### src/rtl/regs_wb_arbiter.sv
// Writeback arbiter that shares the register-file write port between requester A
// (ALU results) and requester B (I/O and load returns). Each requester has a
// one-entry holding slot. The older write goes first, and writes loaded on the
// same edge are ordered round-robin. Writes to %0 are dropped.
module regs_wb_arbiter #(
  parameter int n  = 8,
  parameter int CW = 8
) (
  input  logic          clk,
  input  logic          n_reset,
  input  logic          a_valid,
  output logic          a_ready,
  input  logic [4:0]    a_rd,
  input  logic [n-1:0]  a_data,
  input  logic          b_valid,
  output logic          b_ready,
  input  logic [4:0]    b_rd,
  input  logic [n-1:0]  b_data,
  output logic          w,
  output logic [4:0]    Rd,
  output logic [n-1:0]  w_data,
  output logic          busy,
  output logic [CW-1:0] conflicts
);

  typedef enum logic {SIDE_A = 1'b0, SIDE_B = 1'b1} side_e;

  // Slot storage
  logic          full_a_q, full_a_d, full_b_q, full_b_d;
  logic [4:0]    rd_a_q, rd_a_d, rd_b_q, rd_b_d;
  logic [n-1:0]  data_a_q, data_a_d, data_b_q, data_b_d;
  // Ordering state: older_q is meaningful only when tie_q is clear
  side_e         older_q, older_d, rr_q, rr_d;
  logic          tie_q, tie_d;
  // Output registers
  logic          w_q, w_d;
  logic [4:0]    rd_q, rd_d;
  logic [n-1:0]  wdata_q, wdata_d;
  logic [CW-1:0] conflicts_q, conflicts_d;

  logic grant_a, grant_b, both_full, load_a, load_b;
  logic [4:0]   sel_rd;
  logic [n-1:0] sel_data;

  assign both_full = full_a_q & full_b_q;

  // Grant selection from registered state only, so ready never depends on valid
  always_comb begin
    // NOTE: every signal assigned here gets a default first so no latch is inferred.
    grant_a = 1'b0;
    grant_b = 1'b0;
    rr_d    = rr_q;
    if (both_full) begin
      if (tie_q) begin
        grant_a = (rr_q == SIDE_A);
        grant_b = (rr_q == SIDE_B);
        rr_d    = (rr_q == SIDE_A) ? SIDE_B : SIDE_A;
      end else begin
        grant_a = (older_q == SIDE_A);
        grant_b = (older_q == SIDE_B);
      end
    end else begin
      grant_a = full_a_q;
      grant_b = full_b_q;
    end
  end

  // A granted slot drains on the coming edge, so it may refill on that same edge
  assign a_ready = ~full_a_q | grant_a;
  assign b_ready = ~full_b_q | grant_b;
  assign load_a  = a_valid & a_ready;
  assign load_b  = b_valid & b_ready;

  // Slot next state, age tracking and issue selection
  always_comb begin
    full_a_d = load_a | (full_a_q & ~grant_a);
    full_b_d = load_b | (full_b_q & ~grant_b);
    rd_a_d   = load_a ? a_rd   : rd_a_q;
    data_a_d = load_a ? a_data : data_a_q;
    rd_b_d   = load_b ? b_rd   : rd_b_q;
    data_b_d = load_b ? b_data : data_b_q;

    // A slot that stays full while the other one loads becomes the older one
    older_d = older_q;
    tie_d   = tie_q;
    if (load_a && load_b) begin
      tie_d = 1'b1;
    end else if (load_a && full_b_q && !grant_b) begin
      older_d = SIDE_B;
      tie_d   = 1'b0;
    end else if (load_b && full_a_q && !grant_a) begin
      older_d = SIDE_A;
      tie_d   = 1'b0;
    end

    sel_rd   = grant_a ? rd_a_q   : rd_b_q;
    sel_data = grant_a ? data_a_q : data_b_q;

    // A granted write to %0 empties its slot without pulsing w
    w_d     = (grant_a | grant_b) && (sel_rd != 5'd0);
    rd_d    = w_d ? sel_rd   : rd_q;
    wdata_d = w_d ? sel_data : wdata_q;

    conflicts_d = conflicts_q;
    if (both_full && (conflicts_q != {CW{1'b1}}))
      conflicts_d = conflicts_q + CW'(1);
  end

  // State registers; reset also clears an in-flight write immediately
  always_ff @(posedge clk or negedge n_reset) begin
    // NOTE: slot payloads are reset as well, so no X can reach w_data even though full gates them.
    if (!n_reset) begin
      full_a_q    <= 1'b0;
      full_b_q    <= 1'b0;
      rd_a_q      <= '0;
      rd_b_q      <= '0;
      data_a_q    <= '0;
      data_b_q    <= '0;
      older_q     <= SIDE_A;
      tie_q       <= 1'b0;
      rr_q        <= SIDE_A;
      w_q         <= 1'b0;
      rd_q        <= '0;
      wdata_q     <= '0;
      conflicts_q <= '0;
    end else begin
      // NOTE: non-blocking assignments so every register samples the pre-edge state.
      full_a_q    <= full_a_d;
      full_b_q    <= full_b_d;
      rd_a_q      <= rd_a_d;
      rd_b_q      <= rd_b_d;
      data_a_q    <= data_a_d;
      data_b_q    <= data_b_d;
      older_q     <= older_d;
      tie_q       <= tie_d;
      rr_q        <= rr_d;
      w_q         <= w_d;
      rd_q        <= rd_d;
      wdata_q     <= wdata_d;
      conflicts_q <= conflicts_d;
    end
  end

  assign w         = w_q;
  assign Rd        = rd_q;
  assign w_data    = wdata_q;
  assign conflicts = conflicts_q;
  assign busy      = full_a_q | full_b_q | w_q;

endmodule
### config.mk
export PLATFORM = sky130hd
export DESIGN_NAME = regs_wb_arbiter
export DESIGN_NICKNAME = d
export VERILOG_FILES = /design/src/rtl/regs_wb_arbiter.sv
export SDC_FILE = /design/constraint.sdc
export NUM_CORES = 1
export LEC_CHECK = 0
export ABC_AREA = 1
export CAP_MARGIN = 10
export CORE_MARGIN = 1
export CORE_UTILIZATION = 49
export CTS_CLUSTER_SIZE = 10
export DETAILED_ROUTE_END_ITERATION = 8
export PLACE_DENSITY = 0.8
export SYNTH_ARGS = -nofsm -noshare
export SYNTH_HDL_FRONTEND = slang
export SYNTH_SLANG_ARGS = --single-unit
### constraint.sdc
create_clock -name clk -period 2.2 [get_ports clk]
set_clock_uncertainty 0.1 [all_clocks]
set_input_delay 0.55 -clock clk [delete_from_list [all_inputs] [get_ports clk]]
set_output_delay 0.55 -clock clk [all_outputs]
set_load 0.01 [all_outputs]
==> results.md, run 1 <==
- Clk buf depth: 2
- Tightest Pin Transition: 0.419 ns
- Cell Pwr Density: 1300 nW/um2
- CP Launch Type: flop
- Layout Area Growth over Synthesis: 31.5%
- Inserted Clock Buffers: 5
- Drt drc: 3
- Die height: 71.1 um
- Initial antenna violation count: 0
- Full die area: 5050 um2
- RePlAce Congestion: 0.758
- Hold Path Class: primary input to asynchronous set/reset pin
- Max stage delay on crit path: 0.40 ns
- Setup crit end kind: primary output
- # setup viols final: 0
- Count of different cell masters after synthesis: 23
- Post-synth top area cell: dfrtp_1
- DRT iter0 DRCs: 109
- Count leader, synth: nand2_1
- GRT Resource Usage Total: 20.2%
- Fraction of layout cells with a size suffix above 1: 13.6%
- I/O Pins: 55
- CP arrival: 1.42 ns
- Initial Util: 52.3%
- Most used DFF post-synth: dfrtp_1
- Core Area: 4470 um2
- Largest net degree at the start of global routing: 37
- Final WL: 4440 um
- Row count: 24
- Top cells by count, synth: 70 x nand2_1, 53 x dfrtp_1, 29 x inv_1
- Peak VDD IR: 0.000660 V
- Final Slew Violations: 0
- Leakage power: 1.46 nW
- CP required: 1.55 ns
- Worst-Skew Late Latency: 0.31 ns
- Dpl ws: 0.159 ns
- Final Net Count: 347
- Vias in the first global route: 1808
- Reg2reg setup slack: 0.28 ns
- Worst path cell trace: buf_4 -> nor2_4 -> inv_1 -> or2_2 -> clkbuf_2
- # H-tree levels: 2
- Top cells by area, synth: dfrtp_1 57%, nand2_1 11%, o21ai_0 5.1%, inv_1 4.7%, mux2_2 4.3%
- Crit path kind: flop to primary output
- Status: complete, but fails checks
- Sequential share of the synthesized area: 56.7%
- Clock Sinks: 53
- Per-cell routed wire length: 12.0 um
- Port-buffer cells: 54
- Ys async rst share: 100%
- Clock slew at reported path FFs: 0.10 ns
- Failing checks: DRC
- WP buf/inv: 3
- DRT antenna net count: 0
- Min Clock Period, post-route: 2.07 ns
- DR vias/cell: 4.93
- Synth warnings: 0
- Synth Instances: 255
- Yosys top cell area share: 56.7%
- First-pass GRT wire length: 7850 um
- CTS tree: done
- Critical path's slowest cell: dfrtp_1
- Syn avg cell area: 9.17 um2
- CP top delay family: flip-flops
- Max_slew headroom: 72.1%
- CP Max Fanout: 3
- Util after Layout: 68.7%
- Grt ovf: 0
- Unrepaired setup endpoints after global routing: no
- Dpl hpwl: 3340 um
- # diodes: 0
- Max Fclk: 0.483 GHz
- Final setup margin: 0.130 ns
- FF+latch count, synth: 53
- Synthesized area: 2340 um2
- Part of the cycle the worst path needs: 94.1%
- Max-cap violation count: 0
- Via count: 1819
- Syn nets: 286
- CTS Root Cell: clkbuf_8
- EDFF count, synth: 0
- Die W: 71.1 um
- Setup TNS: 0 ns
- Pre-Repair DR Iteration Count: 6
- Hold Fails Final Rpt: 0
[path summary, 6_finish.rpt]
check | cells past startpoint | start | end
worst max-delay path | 5 | full_a_q | busy
worst min-delay path | 1 | n_reset | data_b_q[7]
worst max register to register | 10 | full_b_q | w_data[7]
min in group clk | 2 | Rd[3] | Rd[3]
max in group asynchronous | 2 | n_reset | Rd[4]
worst min register to register | 2 | Rd[3] | Rd[3]
[where the power goes]
part	total, mW	switching [mW]	internal, mW	leakage, nW
Combinational	1.72	0.876	0.844	0.781
Clock	0.667	0.327	0.341	0.0543
Sequential	1.61	0.223	1.39	0.629
Total	4.00	1.43	2.57	1.46
[logic make-up (layout without fill, tap and decap cells)]
logic type                 count (synthesis)  after routing  share of synthesized area, %
and+or+nand+nor                          114            114                          20.9
DFF                                       53             53                          56.7
buffers and inverters                     39            101                          7.38
AOI/OAI and AO/OA                         32             32                          7.54
muxes                                      9              9                          4.33
xor gates and xnor gates                   7              7                          2.62
adders and majority gates                  1              1                         0.535
[cell type report]
| cell class | instances | area [um2] |
|---|---|---|
| clock inverters | 3 | 46.3 |
| flip-flops and latches | 53 | 1330 |
| well taps | 52 | 65.1 |
| fillers | 352 | 1400 |
| repair buffers | 63 | 608 |
| inverters | 30 | 113 |
| clock buffers | 5 | 68.8 |
| multi-input cells | 163 | 847 |
[per-layer routing]
metal | part of all wire [%] | GRT usage [%]
met5 | 0 | 0
met4 | 1.5 | 7.11
met3 | 3.8 | 4.99
met2 | 49 | 35.3
met1 | 46 | 24.6
[repair_timing]
action,CTS,global route
setup buffers,1,0
resized for setup,6,1
hold buffers,0,0
setup endpoints to repair,3,1
cloned,0,0
[placed cells by master (no fill, tap or decap), types with 2 or more instances in the layout]
cell,count
nand2_1,70
nand2_2,9
dfrtp_1,53
inv_1,29
dlygate4sd2_1,2
clkbuf_8,5
buf_4,8
nor2_1,12
a21oi_1,5
clkdlybuf4s50_1,50
nand3_1,18
or2_2,2
mux2_2,9
xnor2_1,4
xor2_1,3
o21ai_0,24
[metrics by stage]
stage	cell area (um2)	total power, mW	cells	hold WS, ns
finish	3070	4.00	369	0.0657
global route	3070	4.32	369	0.0924
CTS	3080	4.04	369	0.0766
detailed placement	2950	3.36	360	0.357
global placement	2950	3.30	360	0.355
floorplan	2340	2.66	255	0.154
[flip-flops by register name (all words and copies together) (netlist names), 5 cells and up]
signal,count
conflicts,8
data_a_q,8
data_b_q,8
w_data,8
Rd,5
rd_a_q,5
rd_b_q,5
Power figures use the tool's default switching activity.
==> inputs of run 2 (changes only) <==
--- a/config.mk
+++ b/config.mk
@@ -12,6 +12,7 @@
 export CTS_CLUSTER_SIZE = 10
 export DETAILED_ROUTE_END_ITERATION = 8
 export PLACE_DENSITY = 0.8
+export SETUP_SLACK_MARGIN = 0.02
 export SYNTH_ARGS = -nofsm -noshare
 export SYNTH_HDL_FRONTEND = slang
 export SYNTH_SLANG_ARGS = --single-unit
==> results.md, run 2 (synthesis gave the netlist of run 1 again) <==
- Status: complete, but fails checks
- Failing checks: DRC
- Via count: 1820 (+0.055%)
- Commonest non-fill, non-tap cell in the layout: nand2_1
- Most frequent cells in the layout: 70 x nand2_1, 53 x dfrtp_1, 50 x clkdlybuf4s50_1
- Inserted Clock Buffers: 5 (unchanged)
- Port-buffer cells: 54 (unchanged)
- Layout Area Growth over Synthesis: 31.5% (unchanged)
- Initial Util: 52.3% (unchanged)
- Min Clock Period, post-route: 2.08 ns (+0.00716 ns)
- FF-to-FF End: w_data[7]
- Reg2reg setup slack: 0.28 ns (about the same)
- CTS Root Cell: clkbuf_8
- Hold Path Class: primary input to asynchronous set/reset pin
- # H-tree levels: 2 (unchanged)
- Max Fclk: 0.482 GHz (-0.34%)
- Dpl ws: 0.159 ns (unchanged)
- Tightest Pin Transition: 0.419 ns (-0.000147 ns)
- Hold_buf cts: 0 (unchanged)
- Die height: 71.1 um (unchanged)
- Final setup margin: 0.123 ns (-0.00716 ns)
- Pre-Repair DR Iteration Count: 6 (unchanged)
- Vias in the first global route: 1808 (unchanged)
- Clock slew at reported path FFs: 0.10 ns (about the same)
- Max_slew headroom: 72.1% (about the same)
- Per-cell routed wire length: 12.0 um (about the same)
- First-pass GRT wire length: 7850 um (unchanged)
- Crit path kind: flop to primary output
- R2R cell count: 10 (unchanged)
- I/O Pins: 55 (unchanged)
- DRT iter0 DRCs: 109 (unchanged)
- # setup viols final: 0 (unchanged)
- Fraction of layout cells with a size suffix above 1: 13.6% (unchanged)
- GRT Resource Usage Total: 20.2% (unchanged)
- Dpl hpwl: 3340 um (unchanged)
- Unrepaired setup endpoints after global routing: no
- CP Max Fanout: 3 (unchanged)
- Core Area: 4470 um2 (unchanged)
- Leakage power: 1.46 nW (about the same)
- Final Slew Violations: 0 (unchanged)
- Cell Pwr Density: 1300 nW/um2 (about the same)
- Initial antenna violation count: 0 (unchanged)
- Setup crit end kind: primary output
- DRT antenna net count: 0 (unchanged)
- Die W: 71.1 um (unchanged)
- CP Launch Type: flop
- Peak VDD IR: 0.000661 V (about the same)
- Full die area: 5050 um2 (unchanged)
- CP arrival: 1.43 ns (about the same)
- Clk buf depth: 2 (unchanged)
- Setup TNS: 0 ns (unchanged)
- DR vias/cell: 4.93 (about the same)
- Largest net degree at the start of global routing: 37 (unchanged)
- Max-cap violation count: 0 (unchanged)
- Drt drc: 3 (unchanged)
- Worst-Skew Late Latency: 0.31 ns (about the same)
- R2r startpoint: full_b_q
- Clock Sinks: 53 (unchanged)
- Hold Fails Final Rpt: 0 (unchanged)
- # diodes: 0 (unchanged)
- Part of the cycle the worst path needs: 94.4% (+0.33 points)
- CTS tree: done
- CP required: 1.55 ns (about the same)
- Grt ovf: 0 (unchanged)
- Final Net Count: 347 (unchanged)
- Final WL: 4440 um (about the same)
- RePlAce Congestion: 0.758 (unchanged)
- Row count: 24 (unchanged)
-- run 2: cell count changes in the layout (fill, tap and decap cells not counted), sizes merged --
cell,before,now
buf,10,11
clkbuf,6,5
-- run 2: final cells by class --
type,count,area [um2]
Fill cell,352,1400
Clock buffer,5,68.8
Sequential cell,53,1330
Tap cell,52,65.1
Timing Repair Buffer,63,608
Multi-Input combinational cell,163,847
Inverter,30,113
Clock inverter,3,46.3
-- run 2: what timing repair did --
item	in CTS	in global routing
endpoints found under the setup margin	3	1
setup buffers	1	0
gates resized for setup	7	1
-- run 2: worst max path at each step --
stage,from,to,slack (ns),depth (start not counted)
6_report,full_a_q,busy,0.12,5
5_1_grt,full_a_q,busy,0.04,5
4_1_cts,full_a_q,busy,0.02,5
3_5_place_dp,full_a_q,busy,0.16,4
3_3_place_gp,full_a_q,busy,0.18,4
2_1_floorplan,full_a_q,Rd[0],0.40,14
-- run 2: critical path: stages (launching register included) --
cell	delay, ns
dfrtp_1	0.40
buf_4	0.15
nor2_4	0.11
inv_1	0.06
or2_2	0.26
buf_2	0.14
-- run 2: report_power, final --
part / internal [mW] / switching [mW]
sequential: 1.39 / 0.224
clock: 0.341 / 0.325
combinational: 0.844 / 0.876
total: 2.57 / 1.43
-- run 2: per-stage QoR --
| step | util (%) | cell area, um2 | instances | hold WS (ns) | power, mW |
|---|---|---|---|---|---|
| after global placement | 66.0 | 2950 | 360 | 0.355 | 3.30 |
| after CTS | 68.8 | 3080 | 369 | 0.0766 | 4.04 |
| after floorplan | - | 2340 | 255 | 0.154 | 2.66 |
| final | 68.7 | 3070 | 369 | 0.0655 | 4.00 |
| after detailed placement | 66.0 | 2950 | 360 | 0.357 | 3.36 |
| after global routing | 68.7 | 3070 | 369 | 0.0924 | 4.32 |
-- run 2: metal layers --
layer	track usage [%]	wire length, um	up-vias
met5	0	0	-
met4	7.11	67	0
met3	4.99	177	5
met2	35.3	2160	46
met1	24.6	2030	849
li1	-	-	920
==> inputs of run 3 (changes only) <==
--- a/config.mk
+++ b/config.mk
@@ -6,12 +6,12 @@
 export NUM_CORES = 1
 export LEC_CHECK = 0
 export ABC_AREA = 1
-export CAP_MARGIN = 10
+export CAP_MARGIN = 20
 export CORE_MARGIN = 1
 export CORE_UTILIZATION = 49
-export CTS_CLUSTER_SIZE = 10
+export CTS_CLUSTER_SIZE = 24
 export DETAILED_ROUTE_END_ITERATION = 8
-export PLACE_DENSITY = 0.8
+export PLACE_DENSITY = 0.79
 export SETUP_SLACK_MARGIN = 0.02
 export SYNTH_ARGS = -nofsm -noshare
 export SYNTH_HDL_FRONTEND = slang
==> results.md, run 3 (synthesis gave the netlist of run 1 again) <==
- Status: complete, but fails checks
- Failing checks: DRC
- Full die area: 5050 um2 (unchanged)
- Row count: 24 (unchanged)
- Final WL: 4500 um (+1.4%)
- Max-cap violation count: 0 (unchanged)
- # setup viols final: 0 (unchanged)
- Vias in the first global route: 1821 (+0.72%)
- Commonest non-fill, non-tap cell in the layout: nand2_1
- Hold_buf cts: 0 (unchanged)
- CP arrival: 1.43 ns (about the same)
- Reg2reg setup slack: 0.25 ns (-0.03 ns)
- First-pass GRT wire length: 7810 um (-0.45%)
- Core Area: 4470 um2 (unchanged)
- Unrepaired setup endpoints after global routing: no
- Top Metal Used: met4
- Clock slew at reported path FFs: 0.09 ns (about the same)
- Clock Sinks: 53 (unchanged)
- Dpl hpwl: 3260 um (-2.2%)
- CP Max Fanout: 4 (+1)
- Leakage power: 1.46 nW (-0.33%)
- Met2 wire length: 2120 um (-1.8%)
- R2r startpoint: full_b_q
- Final Slew Violations: 0 (unchanged)
- Port-buffer cells: 54 (unchanged)
- Dpl ws: 0.0685 ns (-0.0904 ns)
- Setup TNS: 0 ns (unchanged)
- Final Net Count: 348 (+0.29%)
- Inserted Clock Buffers: 5 (unchanged)
- Setup crit end kind: primary output
- Seq. cell area: 1330 um2 (about the same)
- Worst-Skew Late Latency: 0.30 ns (about the same)
- Hold Path Class: primary input to asynchronous set/reset pin
- Die height: 71.1 um (unchanged)
- Via count: 1788 (-1.8%)
- CP Launch Type: flop
- CTS Root Cell: clkbuf_8
- CP required: 1.55 ns (about the same)
- Max Fclk: 0.481 GHz (-0.15%)
- Drt drc: 8 (+5)
- Layout Area Growth over Synthesis: 30.7%
- Max_slew headroom: 68.1% (-3.9 points)
- Initial Util: 52.3% (unchanged)
- GRT Resource Usage Total: 20.1% (-0.099 points)
- DR vias/cell: 4.85 (-1.8%)
- Tightest Pin Transition: 0.477 ns (+0.0578 ns)
- Cell Pwr Density: 1280 nW/um2 (-1.9%)
- Multi-input gate area: 847 um2 (unchanged)
- Fraction of layout cells with a size suffix above 1: 13.6% (unchanged)
- Peak VDD IR: 0.000628 V (-5.0%)
- R2R cell count: 12 (+2)
- Most frequent cells in the layout: 70 x nand2_1, 52 x dfrtp_1, 50 x clkdlybuf4s50_1
- Initial antenna violation count: 0 (unchanged)
- DRT antenna net count: 0 (unchanged)
- Hold Fails Final Rpt: 0 (unchanged)
- M1 WL: 2100 um (+3.2%)
- WL met3: 168 um (-5.1%)
- Final hold slack: 0.117 ns (+0.0515 ns)
- I/O Pins: 55 (unchanged)
- Crit path kind: flop to primary output
- Die W: 71.1 um (unchanged)
- Part of the cycle the worst path needs: 94.5% (+0.14 points)
- FF-to-FF End: Rd[0]
- Largest net degree at the start of global routing: 54 (+46%)
- RePlAce Congestion: 0.758 (about the same)
- Min Clock Period, post-route: 2.08 ns (+0.00304 ns)
- Per-cell routed wire length: 12.2 um (+1.4%)
- Clk buf depth: 2 (unchanged)
- Grt ovf: 0 (unchanged)
- Pre-Repair DR Iteration Count: 6 (unchanged)
- DRT iter0 DRCs: 96 (-12%)
- Number of fill cells in the layout: 358 (+1.7%)
- Final setup margin: 0.120 ns (-0.00304 ns)
- CTS tree: done
- # diodes: 0 (unchanged)
- # H-tree levels: 2 (unchanged)
## run 3: metal layers
layer  global-route usage [%]  vias to the layer above
met5                        0                        -
met4                     12.0                        0
met3                     3.99                        8
met2                     33.4                       42
met1                     24.5                      815
li1                         -                      923
## run 3: cell type report
| cell class | instances | share of cell area (%) |
|---|---|---|
| Clock buffer | 7 | 2.83 |
| Inverter | 30 | 3.69 |
| Multi-Input combinational cell | 163 | 27.7 |
| Sequential cell | 53 | 43.4 |
| Tap cell | 52 | 2.13 |
| Timing Repair Buffer | 64 | 20.2 |
## run 3: how the worst max path moves through the flow
stage / from / to / slack (ns) / cells after the start
2_1_floorplan: full_a_q / Rd[0] / 0.40 / 14
3_3_place_gp: full_a_q / busy / 0.13 / 4
3_5_place_dp: full_a_q / busy / 0.07 / 4
4_1_cts: full_b_q / busy / 0.009 / 5
5_1_grt: full_b_q / b_ready / 0.04 / 6
6_report: full_b_q / b_ready / 0.12 / 6
## run 3: critical path, stage by stage, from the launching register on
cell and delay (ns):
dfrtp_1 0.39, buf_4 0.13, nand2_2 0.10, inv_2 0.07, nand2_2 0.10, nand2_1 0.09, clkdlybuf4s15_1 0.24
## run 3: stage by stage
step | std cells | util, % | cell area, um2 | total power, mW
global placement | 359 | 65.8 | 2940 | 3.29
finish | 369 | 68.3 | 3060 | 3.90
CTS | 368 | 68.2 | 3050 | 3.91
detailed placement | 359 | 65.8 | 2940 | 3.36
floorplan | 255 | - | 2340 | 2.66
global route | 369 | 68.3 | 3060 | 4.20
## run 3: timing repair
action / 4_1_cts / 5_1_grt
gates resized for setup: 6 / 4
setup buffers: 2 / 1
setup endpoints to repair: 3 / 1
## run 3: where the power goes
part           leakage, nW  internal (mW)  switching [mW]
logic                0.786          0.852           0.892
clock network       0.0443          0.250           0.294
registers            0.628           1.39           0.221
